File: config.mk
export PLATFORM = sky130hd
export DESIGN_NAME = dtree_feature_feeder
export DESIGN_NICKNAME = d
export VERILOG_FILES = /design/src/rtl/dtree_pkg.sv /design/src/rtl/dtree_feature_buf.sv /design/src/rtl/dtree_feature_feeder.sv
export SDC_FILE = /design/constraint.sdc
export NUM_CORES = 1
export LEC_CHECK = 0
export ABC_AREA = 1
export BUFFER_PORTS_ARGS = -buffer_cell sky130_fd_sc_hd__buf_2
export CELL_PAD_IN_SITES_DETAIL_PLACEMENT = 1
export CELL_PAD_IN_SITES_GLOBAL_PLACEMENT = 1
export CORE_MARGIN = 4
export CORE_UTILIZATION = 39
export DETAILED_ROUTE_END_ITERATION = 8
export HOLD_SLACK_MARGIN = 0.05
export PLACE_DENSITY = 0.75
export SLEW_MARGIN = 0
export SYNTH_ARGS = -nofsm -noshare
export SYNTH_HDL_FRONTEND = slang
export SYNTH_SLANG_ARGS = --single-unit
File: constraint.sdc
create_clock -name clk -period 1.3 [get_ports clk]
set_input_delay 0.195 -clock clk [delete_from_list [all_inputs] [get_ports clk]]
set_output_delay 0.195 -clock clk [all_outputs]
set_load 0.02 [all_outputs]
File: src/rtl/dtree_pkg.sv
// rtl/dtree_pkg.sv - shared state encoding and result widths for the dtree feature feeder
package dtree_pkg;

  typedef enum logic [1:0] {
    ST_LOAD = 2'd0,
    ST_SEND = 2'd1,
    ST_WAIT = 2'd2
  } state_e;

  localparam int LEVEL_W = 2;
  localparam int PATH_W  = 2;

endpackage

File: src/rtl/dtree_feature_buf.sv
// rtl/dtree_feature_buf.sv - FEATURES x IN_WIDTH sample bank, one write port, one registered read port
module dtree_feature_buf #(
  parameter int FEATURES = 3,
  parameter int IN_WIDTH = 10,
  parameter int IW       = (FEATURES > 1) ? $clog2(FEATURES) : 1
) (
  input  logic                clk_i,
  input  logic                reset_i,
  input  logic                we_i,
  input  logic [IW-1:0]       wr_idx_i,
  input  logic [IN_WIDTH-1:0] wr_data_i,
  input  logic                rd_en_i,
  input  logic [IW-1:0]       rd_idx_i,
  output logic [IN_WIDTH-1:0] rd_data_o
);

  logic [IN_WIDTH-1:0] mem_q [FEATURES];
  logic [IN_WIDTH-1:0] rd_data_q;

  always_ff @(posedge clk_i) begin
    if (we_i) begin
      mem_q[wr_idx_i] <= wr_data_i;
    end
  end

  // Write-through bypass so a read of the slot being written sees the new sample.
  always_ff @(posedge clk_i or posedge reset_i) begin
    if (reset_i) begin
      rd_data_q <= '0;
    end else if (rd_en_i) begin
      rd_data_q <= (we_i && (wr_idx_i == rd_idx_i)) ? wr_data_i : mem_q[rd_idx_i];
    end
  end

  assign rd_data_o = rd_data_q;

endmodule

File: src/rtl/dtree_feature_feeder.sv
// rtl/dtree_feature_feeder.sv - buffers one spike window and replays it to dtree per level request
// Optional stats outputs (cls_count, replay_max) under DTREE_FEEDER_STATS_EN.
module dtree_feature_feeder
  import dtree_pkg::*;
#(
  parameter int FEATURES   = 3,
  parameter int IN_WIDTH   = 10,
  parameter int MAX_LEVELS = 3
) (
  input  logic                clk,
  input  logic                reset,
  input  logic                adc_valid,
  input  logic [IN_WIDTH-1:0] adc_sample,
  output logic                adc_ready,
  input  logic                dt_ready,
  output logic                dt_valid,
  output logic [IN_WIDTH-1:0] dt_sample,
  input  logic [LEVEL_W-1:0]  dt_level,
  input  logic [PATH_W-1:0]   dt_path,
  input  logic                dt_out_valid,
  output logic                cls_valid,
  output logic [LEVEL_W-1:0]  cls_level,
  output logic [PATH_W-1:0]   cls_path,
`ifdef DTREE_FEEDER_STATS_EN
  output logic [15:0]         cls_count,
  output logic [1:0]          replay_max,
`endif
  output logic                cls_abort
);

  localparam int IW = (FEATURES > 1) ? $clog2(FEATURES) : 1;
  localparam int PW = $clog2(MAX_LEVELS + 1);
  localparam logic [IW-1:0] LAST_IDX = IW'(FEATURES - 1);
  localparam logic [PW-1:0] MAX_PASS = PW'(MAX_LEVELS);

  state_e               state_q, state_d;
  logic [IW-1:0]        wr_idx_q, wr_idx_d;
  logic [IW-1:0]        rd_idx_q, rd_idx_d;
  logic [PW-1:0]        pass_q, pass_d;
  logic                 adc_ready_q, adc_ready_d;
  logic                 dt_valid_q, dt_valid_d;
  logic                 cls_valid_q, cls_valid_d;
  logic                 cls_abort_q, cls_abort_d;
  logic [LEVEL_W-1:0]   level_q, level_d;
  logic [PATH_W-1:0]    path_q, path_d;
  logic                 buf_we, buf_re;
  logic [IW-1:0]        buf_raddr;
  logic                 in_fire, beat;

  always_comb begin
    state_d     = state_q;
    wr_idx_d    = wr_idx_q;
    rd_idx_d    = rd_idx_q;
    pass_d      = pass_q;
    dt_valid_d  = dt_valid_q;
    cls_valid_d = 1'b0;
    cls_abort_d = 1'b0;
    level_d     = level_q;
    path_d      = path_q;
    buf_we      = 1'b0;
    buf_re      = 1'b0;
    buf_raddr   = '0;
    in_fire     = adc_valid && adc_ready_q;
    beat        = dt_valid_q && dt_ready;

    case (state_q)
      ST_LOAD: begin
        if (in_fire) begin
          buf_we = 1'b1;
          if (wr_idx_q == LAST_IDX) begin
            wr_idx_d   = '0;
            state_d    = ST_SEND;
            dt_valid_d = 1'b1;
            buf_re     = 1'b1;
          end else begin
            wr_idx_d = wr_idx_q + 1'b1;
          end
        end
      end
      ST_SEND: begin
        if (beat) begin
          if (rd_idx_q == LAST_IDX) begin
            rd_idx_d   = '0;
            dt_valid_d = 1'b0;
            pass_d     = pass_q + 1'b1;
            state_d    = ST_WAIT;
          end else begin
            rd_idx_d  = rd_idx_q + 1'b1;
            buf_re    = 1'b1;
            buf_raddr = rd_idx_q + 1'b1;
          end
        end
      end
      ST_WAIT: begin
        // A result in the same cycle as a replay request takes priority.
        if (dt_out_valid) begin
          level_d     = dt_level;
          path_d      = dt_path;
          cls_valid_d = 1'b1;
          pass_d      = '0;
          state_d     = ST_LOAD;
        end else if (dt_ready) begin
          if (pass_q < MAX_PASS) begin
            state_d    = ST_SEND;
            dt_valid_d = 1'b1;
            buf_re     = 1'b1;
          end else begin
            cls_abort_d = 1'b1;
            pass_d      = '0;
            state_d     = ST_LOAD;
          end
        end
      end
      default: state_d = ST_LOAD;
    endcase

    adc_ready_d = (state_d == ST_LOAD);
  end

  always_ff @(posedge clk or posedge reset) begin
    if (reset) begin
      state_q     <= ST_LOAD;
      wr_idx_q    <= '0;
      rd_idx_q    <= '0;
      pass_q      <= '0;
      adc_ready_q <= 1'b0;
      dt_valid_q  <= 1'b0;
      cls_valid_q <= 1'b0;
      cls_abort_q <= 1'b0;
      level_q     <= '0;
      path_q      <= '0;
    end else begin
      state_q     <= state_d;
      wr_idx_q    <= wr_idx_d;
      rd_idx_q    <= rd_idx_d;
      pass_q      <= pass_d;
      adc_ready_q <= adc_ready_d;
      dt_valid_q  <= dt_valid_d;
      cls_valid_q <= cls_valid_d;
      cls_abort_q <= cls_abort_d;
      level_q     <= level_d;
      path_q      <= path_d;
    end
  end

  dtree_feature_buf #(
    .FEATURES (FEATURES),
    .IN_WIDTH (IN_WIDTH),
    .IW       (IW)
  ) u_buf (
    .clk_i     (clk),
    .reset_i   (reset),
    .we_i      (buf_we),
    .wr_idx_i  (wr_idx_q),
    .wr_data_i (adc_sample),
    .rd_en_i   (buf_re),
    .rd_idx_i  (buf_raddr),
    .rd_data_o (dt_sample)
  );

`ifdef DTREE_FEEDER_STATS_EN
  logic [15:0] cls_count_q;
  logic [1:0]  replay_max_q;

  always_ff @(posedge clk or posedge reset) begin
    if (reset) begin
      cls_count_q  <= '0;
      replay_max_q <= '0;
    end else begin
      if (cls_valid_q) begin
        cls_count_q <= cls_count_q + 16'd1;
      end
      if (32'(pass_q) > 32'(replay_max_q)) begin
        replay_max_q <= (32'(pass_q) > 3) ? 2'd3 : 2'(pass_q);
      end
    end
  end

  assign cls_count  = cls_count_q;
  assign replay_max = replay_max_q;
`endif

  assign adc_ready = adc_ready_q;
  assign dt_valid  = dt_valid_q;
  assign cls_valid = cls_valid_q;
  assign cls_abort = cls_abort_q;
  assign cls_level = level_q;
  assign cls_path  = path_q;

endmodule

==> reports/results.tsv <==
stage	metric	value	unit
status	outcome	finished, violations left	
status	failing checks	setup timing	
logic_synthesis	synthesized area per cell	10.9	um^2
job	max_cap viols	0	
detailed_routing	final WL	5.65	mm
power	Seq pwr share	0.437	
power	PwrDens	2050	nW/um^2
cells_and_area	Area Overhead vs Synth	29.0	%
grt	largest net degree at the start of global routing	27	
detailed_routing	WL met2	3.03	mm
setup_path	Worst EP required	1.51	ns
floorplan	core area	5570	um^2
sta	Slew Viols, Final	0	
floorplan	Die Width	84.5	um
detailed_routing	DRC	0	
logic_synthesis	sequential element share of the synthesized area	0.680	
clock_network	Clock Root Buffer	clkbuf_8	
logic_synthesis	yosys warns	0	
grt	initial antenna violation count	0	
place	Final Wtd Congestion	0.738	
clock_network	clock sink count	56	
sta	crit path time final	1.41	ns
grt	vias in the first global route	1886	
power	net load switching power	0.00237	W
floorplan	I/O pin cnt	37	
detailed_routing	WL per Instance	16.3	um
clock_network	Clock Latency Late Sink	0.31	ns
sta	fin worst setup slack	-0.106	ns
sta	RSZ-0062 raised after global routing	true	
setup_path	crit path DAT	1.62	ns
detailed_routing	vias per cell	4.92	
power	Pint	0.00367	W
detailed_routing	Max Used Layer	met4	
power	sw frac	0.393	
detailed_routing	metal3 WL	190	um
min_path	Min-Delay Path Class	in2reg	
floorplan	die height	84.5	um
setup_path	Setup CP Type	reg2reg	
sta	Worst slew margin	0.761	
cells_and_area	nets@finish	293	
setup_path	crit path capture type	flip-flop	
clock_network	CTS tree	yes	
logic_synthesis	Netlist cell types	22	
cells_and_area	Final Util	0.528	
power	clock share of power	0.154	
sta	skew final	0.00677	ns
sta	final setup violation count	47	
sta	worst slew pin tran	0.357	ns
power	Tot Pwr	0.00604	W
detailed_routing	via count	1701	
sta	Final period util	1.08	
logic_synthesis	Mapped Nets	230	
clock_network	number of clock buffers inserted by TritonCTS	5	
logic_synthesis	cell taking the most area after synthesis	edfxtp_1	
clock_network	# H-tree levels	2	
logic_synthesis	share of the synthesized area in the top cell type	0.395	
sta	Setup TNS	-2.35	ns
detailed_routing	wire length on met1	2.32	mm
cells_and_area	final instance area	2940	um^2
setup_path	CP Launch Type	flip-flop	
clock_network	clock slew at reported path FFs	0.10	ns
detailed_routing	First-pass DRT Iterations	4	
grt	GRT Overall Usage	0.168	
power	Leak	1.34	nW
detailed_routing	Post-DRT Antenna Nets	0	
floorplan	Starting Density	0.409	
place	detailed placement HPWL	3.75	mm
logic_synthesis	#FFs+latches synth	56	
sta	Final Hold Fails	0	
floorplan	DIE AREA	7140	um^2
grt	GRT Residual Overflow	0	
floorplan	num rows	27	
power	worst vdd ir	0.790	mV
sta	Fmax	711	MHz
place	Port-buffer cells	36	
logic_synthesis	synthesized area	2280	um^2
detailed_routing	Initial DRC Count	77	
power	Comb pwr share	0.408	
grt	first-pass GRT wire length	9.11	mm
place	placed inst area	2680	um^2
cells_and_area	fraction of final layout cells sized beyond drive strength 1	0.358	
logic_synthesis	largest cells by area after synthesis	edfxtp_1, dfrtp_1, nand2_1	
setup_path	Max Fanout on Critical Path	20	
cells_and_area	n_diodes	0	
clock_network	Bufs on Longest Clock Path	2	
logic_synthesis	Post-Syn Instances	210	
routing by layer:
layer	global-route usage	vias up
met2	0.303	32
li1	-	819
met4	0.0619	0
met3	0.0343	8
met5	0	-
met1	0.196	842
cells in the mapped netlist:
| cell type | number |
|---|---|
| o21ai_1 | 2 |
| mux2i_1 | 1 |
| nand2_2 | 2 |
| buf_4 | 1 |
| a21oi_1 | 2 |
| clkbuf_1 | 1 |
| nand2_1 | 53 |
| nor2_8 | 1 |
| dfrtp_1 | 26 |
| edfxtp_1 | 30 |
| nor2_1 | 10 |
| nand3_1 | 39 |
| inv_1 | 15 |
| or2_0 | 10 |
| nor2_2 | 1 |
| inv_2 | 4 |
| buf_2 | 3 |
| ha_1 | 1 |
| nor3_2 | 1 |
| buf_6 | 1 |
| nand2_4 | 1 |
| o21ai_0 | 5 |
stage by stage:
stage	worst slack (ns)	std cells	hold WS, ns
3_5_place_dp	-0.178	334	0.276
6_report	-0.106	346	0.0801
2_1_floorplan	0.0266	210	0.235
5_1_grt	-0.182	346	0.0628
4_1_cts	-0.100	346	0.0711
3_3_place_gp	-0.184	334	0.276
cell type report:
class                      instances  area [um^2]
sequential                        56         1560
timing repair inverter             2         15.0
multi-input combinational        129          731
clock inverter                     2         16.3
inverter                          19         88.8
clock buffer                       6         72.6
timing repair buffer              60          374
tap                               72         90.1
fill                             623         2630
cell families (layout without fill, tap and decap cells):
family / Yosys count / after routing / share of synthesized area
muxes: 1 / 1 / 0.00439
DFF: 56 / 56 / 0.680
and+or+nand+nor: 118 / 118 / 0.243
AOI/OAI and AO/OA: 9 / 9 / 0.0197
adders and majority gates: 1 / 1 / 0.00548
buffers and inverters: 25 / 89 / 0.0477
placed cells by master (no fill, tap or decap), types with 2 or more instances in the layout:
master	netlist	layout
nand2_1	53	51
buf_2	3	36
nand3_1	39	33
edfxtp_1	30	30
dfrtp_1	26	22
buf_4	1	20
inv_1	15	12
or2_0	10	10
nor2_1	10	7
clkbuf_8	0	5
nand3_4	0	4
o21ai_0	5	4
dfrtp_2	0	4
inv_2	4	3
nand2_2	2	3
o21ai_1	2	3
clkinvlp_4	0	3
buf_6	1	3
nor2_2	1	2
nor2_4	0	2
nand3_2	0	2
clkinv_4	0	2
inv_6	0	2
flip-flops by register name, indices dropped and copies added (netlist names):
register / cells
u_buf.rd_data_o: 10
cls_valid: 1
cls_path: 2
cls_abort: 1
rd_idx_q: 2
wr_idx_q: 2
dt_valid: 1
state_q: 2
u_buf.mem_q: 30
cls_level: 2
adc_ready: 1
pass_q: 2
final timing paths:
| check | startpoint | depth (start not counted) | slack [ns] | end |
|---|---|---|---|---|
| max | state_q[1] | 7 | -0.11 | u_buf.rd_data_o[5] |
| min | adc_sample[9] | 1 | 0.08 | u_buf.mem_q[2][9] |
| max reg2reg | state_q[1] | 7 | -0.11 | u_buf.rd_data_o[5] |
| min reg2reg | cls_level[1] | 2 | 0.48 | cls_level[1] |
| max in group asynchronous | reset | 4 | 0.54 | adc_ready |
| min in group asynchronous | reset | 4 | 0.48 | pass_q[1] |
worst max-delay path: stages, from the launching register on:
cell,delay [ns]
dfrtp_2,0.46
inv_2,0.09
nand2_2,0.10
nor2_8,0.16
nand2_8,0.13
or2_0,0.23
nand3_1,0.08
nand2_1,0.05
what timing repair did:
action                     in CTS  in global routing
pin swaps                       3                  3
setup endpoints to repair      46                 49
cloned                          3                  0
hold buffers                    1                  0
buffers inserted                0                  0
hold endpoints to repair       26                  0
gates resized for setup        22                 14
power groups by stage:
stage	sequential [W]	clock, W	combinational (W)
after floorplan	0.00291	0	0.000997
after CTS	0.00264	0.000963	0.00240
after global placement	0.00263	0	0.00209
after detailed placement	0.00266	0	0.00217
final	0.00264	0.000932	0.00247
after global routing	0.00270	0.00104	0.00270
No activity file was read; power rests on OpenSTA's default activity.
